## config.mk

```make
export PLATFORM = sky130hd
export DESIGN_NAME = serial_adder_nbit
export DESIGN_NICKNAME = d
export VERILOG_FILES = /design/src/rtl/serial_adder_nbit.sv
export SDC_FILE = /design/constraint.sdc
export NUM_CORES = 1
export LEC_CHECK = 0
export ABC_CLOCK_PERIOD_IN_PS = 2900
export CORE_ASPECT_RATIO = 1.1
export CORE_MARGIN = 10
export CORE_UTILIZATION = 52
export DETAILED_ROUTE_END_ITERATION = 16
export GPL_ROUTABILITY_DRIVEN = 0
export HOLD_SLACK_MARGIN = 0.12
export PLACE_DENSITY = 0.81
export SYNTH_ARGS = -nofsm -noshare
export SYNTH_HDL_FRONTEND = slang
export SYNTH_SLANG_ARGS = --single-unit
```

## constraint.sdc

```tcl
create_clock -name clk -period 2.9 [get_ports clk]
set_input_delay 0.58 -clock clk [delete_from_list [all_inputs] [get_ports clk]]
set_output_delay 0.58 -clock clk [all_outputs]
set_load 0.03 [all_outputs]
```

## src/rtl/serial_adder_nbit.sv

```systemverilog
// ---------------------------------------------------------------------------
// serial_adder_nbit
//   Digit-serial adder. Computes {carry,sum} = a + b + cin over WIDTH/DIGIT
//   clock cycles, DIGIT bits per cycle. One DIGIT-bit adder slice and one
//   carry flop are reused every cycle. Handshake is start / busy / done.
//
// Parameters
//   WIDTH  operand and sum width (>= 1)
//   DIGIT  bits added per cycle (1..WIDTH, must divide WIDTH)
//
// Ports
//   clk    in   1      rising-edge clock
//   rst_n  in   1      asynchronous active-low reset
//   start  in   1      request, sampled only while idle
//   a, b   in   WIDTH  operands, captured on accepted start
//   cin    in   1      carry-in, captured on accepted start
//   busy   out  1      addition in progress
//   done   out  1      one-cycle pulse, sum/carry updated this cycle
//   sum    out  WIDTH  result, held until the next completion
//   carry  out  1      carry-out of bit WIDTH-1, held with sum
//   ovf    out  1      signed overflow (only with SERIAL_ADDER_OVF_EN)
//
// Build option
//   SERIAL_ADDER_OVF_EN  adds the ovf port and its capture logic.
// ---------------------------------------------------------------------------

// One DIGIT-bit slice of the adder: {co,s} = x + y + ci.
module serial_adder_slice #(
    parameter int D = 1
) (
    input  logic [D-1:0] x,
    input  logic [D-1:0] y,
    input  logic         ci,
    output logic [D-1:0] s,
    output logic         co
);
    assign {co, s} = {1'b0, x} + {1'b0, y} + {{D{1'b0}}, ci};
endmodule

module serial_adder_nbit #(
    parameter int WIDTH = 8,
    parameter int DIGIT = 1
) (
    input  logic             clk,
    input  logic             rst_n,
    input  logic             start,
    input  logic [WIDTH-1:0] a,
    input  logic [WIDTH-1:0] b,
    input  logic             cin,
    output logic             busy,
    output logic             done,
    output logic [WIDTH-1:0] sum,
    output logic             carry
`ifdef SERIAL_ADDER_OVF_EN
    ,
    output logic             ovf
`endif
);

    localparam int N  = WIDTH / DIGIT;
    localparam int CW = (N > 1) ? $clog2(N) : 1;

    if (WIDTH < 1 || DIGIT < 1 || DIGIT > WIDTH || (WIDTH % DIGIT) != 0) begin : g_bad_cfg
        $error("serial_adder_nbit: illegal WIDTH/DIGIT combination");
    end

    typedef enum logic {
        IDLE = 1'b0,
        RUN  = 1'b1
    } state_e;

    state_e           state_q, state_d;
    logic [WIDTH-1:0] a_q, a_d;       // operand A, doubles as result shift reg
    logic [WIDTH-1:0] b_q, b_d;       // operand B shift reg
    logic             c_q, c_d;       // inter-digit carry flop
    logic [CW-1:0]    cnt_q, cnt_d;   // digit step counter
    logic [WIDTH-1:0] sum_q, sum_d;
    logic             carry_q, carry_d;
    logic             done_q, done_d;
`ifdef SERIAL_ADDER_OVF_EN
    logic             am_q, am_d;     // captured sign bits: the shift regs lose them
    logic             bm_q, bm_d;
    logic             ovf_q, ovf_d;
`endif

    logic [DIGIT-1:0] slice_s;
    logic             slice_co;
    logic [WIDTH-1:0] res_next;
    logic             last;

    serial_adder_slice #(.D(DIGIT)) u_slice (
        .x  (a_q[DIGIT-1:0]),
        .y  (b_q[DIGIT-1:0]),
        .ci (c_q),
        .s  (slice_s),
        .co (slice_co)
    );

    // A is consumed from the LSB end while result digits enter from the MSB
    // end, so after N steps the register holds the complete sum in order.
    if (DIGIT == WIDTH) begin : g_one_digit
        assign res_next = slice_s;
    end else begin : g_multi_digit
        assign res_next = {slice_s, a_q[WIDTH-1:DIGIT]};
    end

    assign last = (cnt_q == CW'(N - 1));

    always_comb begin
        state_d = state_q;
        a_d     = a_q;
        b_d     = b_q;
        c_d     = c_q;
        cnt_d   = cnt_q;
        sum_d   = sum_q;
        carry_d = carry_q;
        done_d  = 1'b0;
`ifdef SERIAL_ADDER_OVF_EN
        am_d    = am_q;
        bm_d    = bm_q;
        ovf_d   = ovf_q;
`endif
        case (state_q)
            IDLE: begin
                if (start) begin
                    a_d     = a;
                    b_d     = b;
                    c_d     = cin;
                    cnt_d   = '0;
`ifdef SERIAL_ADDER_OVF_EN
                    am_d    = a[WIDTH-1];
                    bm_d    = b[WIDTH-1];
`endif
                    state_d = RUN;
                end
            end
            RUN: begin
                a_d   = res_next;
                b_d   = b_q >> DIGIT;
                c_d   = slice_co;
                cnt_d = cnt_q + CW'(1);
                if (last) begin
                    sum_d   = res_next;
                    carry_d = slice_co;
                    done_d  = 1'b1;
`ifdef SERIAL_ADDER_OVF_EN
                    ovf_d   = (am_q == bm_q) && (res_next[WIDTH-1] != am_q);
`endif
                    state_d = IDLE;
                end
            end
            default: state_d = IDLE;
        endcase
    end

    always_ff @(posedge clk or negedge rst_n) begin
        if (!rst_n) begin
            state_q <= IDLE;
            a_q     <= '0;
            b_q     <= '0;
            c_q     <= 1'b0;
            cnt_q   <= '0;
            sum_q   <= '0;
            carry_q <= 1'b0;
            done_q  <= 1'b0;
`ifdef SERIAL_ADDER_OVF_EN
            am_q    <= 1'b0;
            bm_q    <= 1'b0;
            ovf_q   <= 1'b0;
`endif
        end else begin
            state_q <= state_d;
            a_q     <= a_d;
            b_q     <= b_d;
            c_q     <= c_d;
            cnt_q   <= cnt_d;
            sum_q   <= sum_d;
            carry_q <= carry_d;
            done_q  <= done_d;
`ifdef SERIAL_ADDER_OVF_EN
            am_q    <= am_d;
            bm_q    <= bm_d;
            ovf_q   <= ovf_d;
`endif
        end
    end

    assign busy  = (state_q == RUN);
    assign done  = done_q;
    assign sum   = sum_q;
    assign carry = carry_q;
`ifdef SERIAL_ADDER_OVF_EN
    assign ovf   = ovf_q;
`endif

endmodule

```

==> metrics, run 1 <==
status complete, no violations; post-CTS sizing 0; Syn Inst Count 108; Crit. End Element output port; Switching Share 0.378; worst clock skew 0.00258 ns; wire length of the first global-routing pass 4340 µm; Tightest Hold Check Type reg -> reg; Ys Warns 0; met3 WL 270 µm; CTS tree done; Worst-Skew Late Latency 0.32 ns; met1 WL 1120 µm; io pins 31; filler cell count 194; Seq/Total Area, Yosys 0.572; CTS Buffer Depth 2; CP Buf/Inv Count 1; die area 5050 µm²; FF+latch count, synth 31; setup bufs post-CTS 0; antenna-violating nets left 0; antenna violations before repair 0; post-layout min period about 2 ns; Pint approximately 1.1 mW; max-capacitance violation count 0; via count of the first global-routing pass 956; RSZ-0062 raised after global routing no; crit path max fanout 2; CTS root buf clkbuf_4; CTS Hold Bufs 0; Flop pwr share 0.425; Mapped Area 1360 µm²; Crit-path slowest cell clkdlybuf4s50_1; final setup vio count 0; CP max stage delay slightly below 0.7 ns; Nets 165; Syn Nets approximately 130; number of DRC markers in iteration 0 26; Syn Area/Cell 12.6 µm²; grt total ovfl 0; Fin. Hold Viols 0; fin crit share 0.670; starting density of the core 0.543; TritonCTS Sinks 31; crit-path leading delay family buffers and inverters; Lkg Pwr between 0.8 and 0.9 nW; Req. time, crit path 2.32 ns; share of cells above drive strength 1 0.133; Power per Cell Area 1010 nW/µm²; post-synth cell types 15; Layout Area Growth over Synthesis 26.4%; Inst Count DP 166; VDD IR max 666 µV; CP Class reg -> out; Slew @ Worst Pin 0.382 ns; Total Routing Usage GR 0.115; Setup TNS Final 0 ns; Die X 68.7 µm; power share of the combinational group 0.441; max-slew violations 0; Die Span Y 73.6 µm; Max Freq 515 MHz; Avg WL per Cell 15.0 µm; startpoint class of the critical path flop; Vias/cell ~5.1; crit-path cells clkdlybuf4s50_1; total power 1.73 mW; Slew HR 0.745; row cnt 19; Sw Pwr 655 µW; htree depth 2; Initial DRT Pass Iterations 3; core area about 2500 µm²; DR vias between 800 and 900; largest net degree at the start of global routing 40; # diodes 0; number of CTS-inserted buffers 5; worst endpoint data arrival time 1.36 ns; PortBufs 30; routed wl met2 about 1100 µm; DRC 0; R2R setup slack 1.46 ns; highest routed metal layer met4; Final HPWL DP between 1500 and 2000 µm; Clk pwr share 0.134; Routed WL between 2000 and 3000 µm; final cell count without fillers 174; clock slew at reported path FFs 0.09 ns
## power by group through the flow
stage	clock, mW	sequential, mW	combinational, mW
final	0.233	0.737	0.765
after global routing	0.262	0.767	0.839
after CTS	0.242	0.740	0.780
after detailed placement	0	0.747	0.777
after global placement	0	0.738	0.747
after floorplan	0	0.865	0.425
## layout by cell type (no fill, tap or decap), drive strengths merged
cell type / Yosys / final
clkbuf: 1 / 7
clkinv: 0 / 1
fa: 1 / 1
inv: 2 / 2
dfrtp: 31 / 31
nand2: 17 / 17
a22o: 2 / 2
clkdlybuf4s50: 0 / 30
mux2i: 19 / 19
buf: 5 / 3
nor2: 2 / 2
mux2: 9 / 9
ha: 2 / 2
nand2b: 1 / 1
o21ai: 16 / 16
## synthesized netlist by cell type
| cell type | n | share of area |
|---|---|---|
| buf_4 | 2 | 0.011 |
| nand2_1 | 16 | 0.044 |
| inv_1 | 2 | 0.0055 |
| mux2_2 | 9 | 0.075 |
| ha_1 | 2 | 0.018 |
| nand2_4 | 1 | 0.0083 |
| fa_1 | 1 | 0.015 |
| nor2_1 | 2 | 0.0055 |
| dfrtp_1 | 31 | 0.57 |
| nand2b_1 | 1 | 0.0046 |
| a22o_1 | 2 | 0.013 |
| buf_6 | 3 | 0.025 |
| mux2i_1 | 19 | 0.14 |
| clkbuf_2 | 1 | 0.0037 |
| o21ai_1 | 16 | 0.059 |
## stage by stage
step / area (µm²) / util / hold slack (ns) / worst slack, ns
after floorplan: 1360 / - / 0.284 / 1.54
after global placement: 1660 / 0.667 / 0.466 / 1.13
after detailed placement: 1660 / 0.667 / 0.485 / 1.08
after CTS: 1710 / 0.687 / 0.501 / 0.940
after global routing: 1710 / 0.687 / 0.531 / 0.894
final: 1710 / 0.687 / 0.493 / 0.957
## logic make-up after synthesis
family	after synthesis	share of synthesized area
compound gates	18	0.0720
simple gates	20	0.0627
flops	31	0.572
buf+inv	8	0.0452
fa+ha+maj	3	0.0332
mux	28	0.215
## sequential cells by signal (all words and copies together), names as in the netlist
register,cells
busy,1
a_q,8
sum,8
carry,1
cnt_q,3
done,1
b_q,8
c_q,1
## final timing paths
| path | startpoint | endpoint | cells after the start |
|---|---|---|---|
| worst max-delay path | sum[5] | sum[5] | 1 |
| worst min-delay path | cnt_q[0] | cnt_q[0] | 1 |
| worst max register to register | cnt_q[0] | sum[5] | 4 |
| worst min register to register | cnt_q[0] | cnt_q[0] | 1 |
| max in group asynchronous | rst_n | b_q[1] | 2 |
| min in group asynchronous | rst_n | sum[4] | 2 |
## cell type report
cell class                      count  area (µm²)  area share
Multi-Input combinational cell     69         519       0.303
Timing Repair Buffer               33         323       0.188
Inverter                            2        7.51     0.00438
Clock inverter                      1        5.00     0.00292
Sequential cell                    31         776       0.453
Tap cell                           31        38.8      0.0226
Clock buffer                        7        45.0      0.0263
## per-layer routing
layer,track usage,vias up
met3,0.0578,9
met5,0,-
li1,-,441
met2,0.171,30
met1,0.128,407
met4,0.0658,0
Power figures use the tool's default switching activity.
==> run 2: changes to the inputs <==
ABC_CLOCK_PERIOD_IN_PS = 1850   (was 2900)
CORE_UTILIZATION = 49   (was 52)
PLACE_DENSITY = 0.77   (was 0.81)
clock period = 1.85 ns   (was 2.9 ns; I/O delays follow)
==> run 2 against run 1 <==
First-iteration DRC count fell by 69%. Global-route usage fell by 0.54 points. Die area rose by 4.4%. Clock skew rose by 0.0090 ns. Sequential power rose by 59%. Sequential cell count did not move. Via count rose by 3.8%.
==> metrics, run 2 (synthesis gave the netlist of run 1 again) <==
status complete, no violations; row cnt 19; max-capacitance violation count 0; post-layout min period 1.76 ns; Initial DRT Pass Iterations 2; fin area 1740 µm²; CTS Hold Bufs 0; Die Span Y about 75 µm; crit-path cells clkdlybuf4s50_1; # diodes 0; hold slack 0.417 ns; number of DRC markers in iteration 0 8; Worst-Skew Late Latency 0.33 ns; commonest cells after routing, fill and taps aside dfrtp_1 (31), clkdlybuf4s50_1 (29), mux2i_1 (19); Total Routing Usage GR 0.109; CP Class reg -> out; Avg WL per Cell 15.3 µm; CP Buf/Inv Count 1; wire length of the first global-routing pass 4600 µm; worst endpoint data arrival time 1.39 ns; Storage cell area 776 µm²; Die X between 70 and 80 µm; Max Freq approximately 570 MHz; Final HPWL DP 1960 µm; Tightest Hold Check Type in -> async; max-slew violations 0; startpoint class of the critical path flop; worst clock skew 0.0115 ns; io pins 31; number of CTS-inserted buffers 5; Setup TNS Final 0 ns; grt total ovfl 0; CTS tree done; final setup vio count 0; DRC 0; antenna-violating nets left 0; RSZ-0062 raised after global routing no; TritonCTS Sinks 31; Slew @ Worst Pin 0.385 ns; largest net degree at the start of global routing 32; Slew HR 0.744; area of the multi-input gates 519 µm²; post-CTS sizing 0; starting density of the core 0.528; Routed WL ~2700 µm; antenna violations before repair 0; filler cell count 220; CTS root buf clkbuf_4; Crit-path slowest cell clkdlybuf4s50_1; die area 5280 µm²; setup bufs post-CTS 0; Crit. End Element output port; DR vias 921; CP max stage delay 0.68 ns; commonest non-fill, non-tap cell in the layout dfrtp_1; Vias/cell about 5.3; CTS Buffer Depth 2; Layout Area Growth over Synthesis 28.1%; PortBufs 30; VDD IR max 999 µV; fin crit share 0.952; Fin. Hold Viols 0; Nets 166; DP Area 1680 µm²; Power per Cell Area roughly 1600 nW/µm²; htree depth 2; core area 2570 µm²; via count of the first global-routing pass roughly 1.0k; crit path max fanout 2; crit-path leading delay family buffers and inverters; share of cells above drive strength 1 0.154; Lkg Pwr approximately 0.83 nW; Req. time, crit path 1.48 ns; clock slew at reported path FFs 0.10 ns
run 2: layout make-up:
| cell class | instances | share of cell area |
|---|---|---|
| Clock buffer | 6 | 0.0295 |
| Clock inverter | 1 | 0.00288 |
| Inverter | 2 | 0.00432 |
| Multi-Input combinational cell | 69 | 0.299 |
| Sequential cell | 31 | 0.446 |
| Tap cell | 31 | 0.0223 |
| Timing Repair Buffer | 34 | 0.196 |
run 2: routing by layer:
layer	routed length (µm)	GRT usage
met5	0	0
met4	36	0.0395
met2	1240	0.170
met3	169	0.0539
met1	1230	0.129
run 2: final timing paths:
| path | startpoint | to | slack [ns] | cells past startpoint |
|---|---|---|---|---|
| max in group asynchronous | rst_n | done | 1.14 | 2 |
| worst max register to register | cnt_q[0] | carry | 0.39 | 4 |
| worst max-delay path | sum[2] | sum[2] | 0.09 | 1 |
| worst min register to register | b_q[4] | b_q[3] | 0.50 | 2 |
| min in group clk | b_q[4] | b_q[3] | 0.50 | 2 |
| worst min-delay path | rst_n | sum[3] | 0.42 | 2 |
run 2: where the power goes:
part           internal [mW]  switching, mW  total [mW]  leakage [nW]
clock network          0.176          0.225       0.401        0.0341
registers              0.980          0.187        1.17         0.391
logic                  0.574          0.631        1.20         0.408
total                   1.73           1.04        2.77         0.833
run 2: worst register-to-register path: stages (launching register included):
cell and delay [ns]:
dfrtp_1 0.41, ha_1 0.20, ha_1 0.22, nand2_4 0.16, mux2_2 0.35
run 2: stage by stage:
stage / power (mW) / utilization / setup slack (ns) / cells
floorplan: 2.02 / - / 0.489 / 108
global placement: 2.35 / 0.655 / 0.380 / 167
detailed placement: 2.41 / 0.655 / 0.352 / 167
CTS: 2.82 / 0.677 / 0.0774 / 174
global route: 2.99 / 0.677 / 0.0266 / 174
finish: 2.77 / 0.677 / 0.0882 / 174
==> run 3: changes to the inputs <==
GPL_ROUTABILITY_DRIVEN = not set   (was 0)
TNS_END_PERCENT = 100   (was not set)
==> results of run 3 <==
Same layout as run 2: the final DEF is identical, and so are final timing and power.
==> RTL change 1, RTL diff (config.mk and constraints of run 3) <==
`sum_q` no longer has a reset.
--- a/src/rtl/serial_adder_nbit.sv
+++ b/src/rtl/serial_adder_nbit.sv
@@ -161,5 +161,4 @@
             c_q     <= 1'b0;
             cnt_q   <= '0;
-            sum_q   <= '0;
             carry_q <= 1'b0;
             done_q  <= 1'b0;
@@ -175,5 +174,4 @@
             c_q     <= c_d;
             cnt_q   <= cnt_d;
-            sum_q   <= sum_d;
             carry_q <= carry_d;
             done_q  <= done_d;
@@ -184,4 +182,8 @@
 `endif
         end
+    end
+
+    always_ff @(posedge clk) begin
+        sum_q <= sum_d;
     end
 
Behaviour: differs if rst_n is asserted again (counterexample within 10 cycles, from zero or initial values and one cycle with rst_n low); with rst_n held inactive, the same outputs for 10 cycles.
==> RTL change 1 against run 3 <==
- sequential cell count stayed put
- critical path depth did not move
- die area shrank 3.1%
- power shrank 13%
- clock power down 8.5%
- final area down 3.6%
- worst setup slack improved by 43 ps
- area after synthesis decreased by 4.2%
- clock skew is 8.0 ps lower
- routed wire length shrank 8.4%
- global-route usage is 0.72 points lower
- critical path type unchanged
==> RTL change 1: results (changes against run 3) <==
| Metric | Value |
|---|---|
| Reg2Reg Setup Slack | 470 ps (was 390 ps) |
| 1st-iter DRT viols | 23 (was 8) |
| Sequential share of cell area | 0.487 (was 0.446) |
| Synth async-reset ratio | 0.742 (was 1.00) |
| Worst Setup SP | carry$_DFFE_PN0P_ (was sum[2]$_DFFE_PN0P_) |
| Peak supply drop | 1.09 mV (was 0.999 mV) |
| Crit path DAT | 1350 ps (was 1390 ps) |
| Vias in the first global route | 866 (was 1003) |
| Total combinational power | 0.872 mW (was 1.20 mW) |
| Global-route wire length before repair | 4.08 mm (was 4.60 mm) |
| Routed len/inst | 14.7 µm (was 15.3 µm) |
| Sequential area share after synthesis | 0.628 (was 0.572) |
| Grt met1 use | 0.112 (was 0.129) |
| Outcome | finished, final reports clean (unchanged) |
| Synth area leaders | dfrtp_1 44%, edfxtp_1 18%, mux2i_1 15%, o21ai_1 6.2%, nand2_1 4.6% (was dfrtp_1 57%, mux2i_1 14%, mux2_2 7.5%, o21ai_1 5.9%, nand2_1 4.4%) |
| Post-synthesis cell type count | 16 (was 15) |
| Dpl cell area | 1630 µm² (was 1680 µm²) |
| Dpl hpwl | 1.79 mm (was 1.96 mm) |
| CP endpoint | carry (was sum[2]) |
| Buffering overhead | 0.203 (was 0.196) |
| Comb_multi_in | 61 (was 69) |
| EDFF count, synth | 8 (was 0) |
| Fillers | 214 (was 220) |
| Synth top cells by count | 23 x dfrtp_1, 19 x mux2i_1, 16 x nand2_1, 16 x o21ai_1, 8 x edfxtp_1 (was 31 x dfrtp_1, 19 x mux2i_1, 16 x nand2_1, 16 x o21ai_1, 9 x mux2_2) |
| Largest net degree at the start of global routing | 24 (was 32) |
| Fraction of area in multi-input gates | 0.255 (was 0.299) |
| Drt first pass iters | 4 (was 2) |
| Nets@finish | 157 (was 166) |
| Pleak | 0.755 nW (was 0.833 nW) |
==> RTL change 1: stage by stage <==
stage | worst slack (ps) | hold WS [ps] | util | instances | power (mW)
6_report | 131 | 397 | 0.665 | 166 | 2.40
5_1_grt | 68.9 | 413 | 0.665 | 166 | 2.58
4_1_cts | 104 | 394 | 0.665 | 166 | 2.44
3_5_place_dp | 357 | 464 | 0.645 | 158 | 2.07
3_3_place_gp | 384 | 460 | 0.645 | 158 | 2.01
2_1_floorplan | 530 | 74.4 | - | 99 | 1.79
==> RTL change 1: cells by family (layout without fill, tap and decap cells) <==
logic type                 count (synthesis)  count (layout)  share of synthesized area
AOI/OAI and AO/OA                         18              18                     0.0751
adders and majority gates                  3               3                     0.0347
muxes                                     20              20                      0.155
and+or+nand+nor                           20              20                     0.0636
buffers and inverters                      7              43                     0.0433
DFF                                       31              31                      0.628
==> RTL change 1: per-layer routing <==
metal  wire, µm  vias to the layer above
met2       1150                       25
met1       1090                      390
met5          0                        -
met3        143                        6
li1           -                      415
met4         59                        0
==> RTL change 2, RTL diff (config.mk and constraints of run 3) <==
Without the edit above. Change the parameter `WIDTH` from 8 to 4.
--- a/src/rtl/serial_adder_nbit.sv
+++ b/src/rtl/serial_adder_nbit.sv
@@ -39,5 +39,5 @@
 
 module serial_adder_nbit #(
-    parameter int WIDTH = 8,
+    parameter int WIDTH = 4,
     parameter int DIGIT = 1
 ) (
Ports: changed (resized a, b and sum); port bits go from 31 to 19. No check against the original RTL was run, so the function may have changed too.
==> RTL change 2 against run 3 <==
- power fell by 40%
- count of clock-buffer cells in the layout is 2 lower
- worst hold slack worse by 14 ps
- area after synthesis down 42%
- final area fell by 41%
- sequential cell count down 13
- worst setup slack better by 60 ps
- routed wire length decreased by 44%
- highest routed layer unchanged
==> RTL change 2: results (changes against run 3) <==
| Metric | Value |
|---|---|
| Drt total wl | 1.49 mm (was 2.67 mm) |
| Slew @ Worst Pin | 310 ps (was 385 ps) |
| Synth async-reset ratio | 1.00 (unchanged) |
| Dpl cell area | 982 µm² (was 1680 µm²) |
| Initial antenna violation count | 0 (unchanged) |
| Largest net degree at the start of global routing | 19 (was 32) |
| Peak supply drop | 1.26 mV (was 0.999 mV) |
| Pre-CTS setup slack | 252 ps (was 352 ps) |
| RePlAce Congestion | 0.654 (was 0.705) |
| Pleak | 0.494 nW (was 0.833 nW) |
| Switching Share | 0.359 (was 0.376) |
| Synth top cells by count | 18 x dfrtp_1, 9 x mux2i_1, 8 x nand2_1, 8 x o21ai_1, 5 x mux2_4 (was 31 x dfrtp_1, 19 x mux2i_1, 16 x nand2_1, 16 x o21ai_1, 9 x mux2_2) |
| DR vias | 517 (was 921) |
| Synth area leaders | dfrtp_1 58%, mux2i_1 12%, mux2_4 9.6%, o21ai_1 5.1%, nand2_1 3.8% (was dfrtp_1 57%, mux2i_1 14%, mux2_2 7.5%, o21ai_1 5.9%, nand2_1 4.4%) |
| Drt first pass iters | 4 (was 2) |
| H-tree depth | 1 (was 2) |
| Num CTS Buffers | 3 (was 5) |
| Worst reg-to-reg path cell count | 2 (was 4) |
| CP Max Fanout | 2 (unchanged) |
| Hold Crit Class | in -> async (unchanged) |
| CTS max path bufs | 2 (unchanged) |
| Top_reg_cell synth | dfrtp_1 (unchanged) |
| CP delay by family, top | buffers and inverters (unchanged) |
| Vias in the first global route | 566 (was 1003) |
| Layout cells sized above 1 | 0.183 (was 0.154) |
| Sequential area share after synthesis | 0.576 (was 0.572) |
| Critical R2R Launch | c_q$_DFFE_PN0P_ (was cnt_q[0]$_DFFE_PN0P_) |
| IO Port Bufs | 18 (was 30) |
| Final setup violation count | 0 (unchanged) |
| 1st-iter DRT viols | 4 (was 8) |
| Minimum clock period after layout | 1700 ps (was 1760 ps) |
| Setup Buffers After CTS | 0 (unchanged) |
| Clock root cell | clkbuf_4 (unchanged) |
| Max stage delay cell, worst path | clkdlybuf4s50_1 (unchanged) |
| Synth Net Count | 74 (was 131) |
| Fillers | 118 (was 220) |
| # diodes | 0 (unchanged) |
| GR Util All Layers | 0.0923 (was 0.109) |
| Final Skew | 5.82 ps (was 11.5 ps) |
| CP endpoint | sum[2] (unchanged) |
| Worst skew pair latency | 280 ps (was 330 ps) |
| End of the worst register-to-register path | sum[3]$_DFFE_PN0P_ (was carry$_DFFE_PN0P_) |
| Reg2Reg Setup Slack | 540 ps (was 390 ps) |
| Nets@finish | 97 (was 166) |
| Post-synthesis cell type count | 15 (unchanged) |
| Worst Setup SP | sum[2]$_DFFE_PN0P_ (unchanged) |
| Global-route wire length before repair | 2.59 mm (was 4.60 mm) |
| WHS | 404 ps (was 417 ps) |
| Crit path DAT | 1330 ps (was 1390 ps) |
| Clk slew on worst S/H paths | approximately 110 ps |
| Outcome | finished, final reports clean (unchanged) |
| Number of synthesis warnings | 0 (unchanged) |
RTL change 2: cell count changes in the layout (fill, tap and decap cells not counted), moves of 8 or more:
cell             before  now
clkdlybuf4s50_1      29   17
o21ai_1              16    8
dfrtp_1              31   18
nand2_1              16    8
mux2i_1              19    9
mux2_2                9    1
RTL change 2: power by group through the flow:
| stage | combinational [mW] | sequential (mW) | clock, mW |
|---|---|---|---|
| CTS | 0.759 | 0.684 | 0.247 |
| global placement | 0.745 | 0.679 | 0 |
| detailed placement | 0.758 | 0.693 | 0 |
| floorplan | 0.387 | 0.800 | 0 |
| global route | 0.827 | 0.706 | 0.268 |
| finish | 0.744 | 0.680 | 0.240 |
RTL change 2: cells by family after synthesis:
group | Yosys count | synth area share
fa+ha+maj | 2 | 0.0416
buf+inv | 4 | 0.0320
simple gates | 11 | 0.0560
flops | 18 | 0.576
mux | 15 | 0.226
compound gates | 10 | 0.0688
RTL change 2: area by class of cell:
class | instances | area (µm²) | area share
Clock buffer | 4 | 36.3 | 0.0356
Inverter | 1 | 3.75 | 0.00369
Multi-Input combinational cell | 38 | 307 | 0.301
Sequential cell | 18 | 450 | 0.442
Tap cell | 17 | 21.3 | 0.0209
Timing Repair Buffer | 21 | 200 | 0.197
RTL change 2: per-stage QoR:
stage	power, mW	std cells
2_1_floorplan	1.19	60
3_3_place_gp	1.42	95
3_5_place_dp	1.45	95
4_1_cts	1.69	99
5_1_grt	1.80	99
6_report	1.66	99
RTL change 2: per-layer routing:
metal  vias to the layer above  global-route usage  wire (µm)
met1                       249              0.0888        547
met4                         0              0.0302         10
li1                        252                   -          -
met5                         -                   0          0
met3                         2              0.0366        125
met2                        14               0.176        810
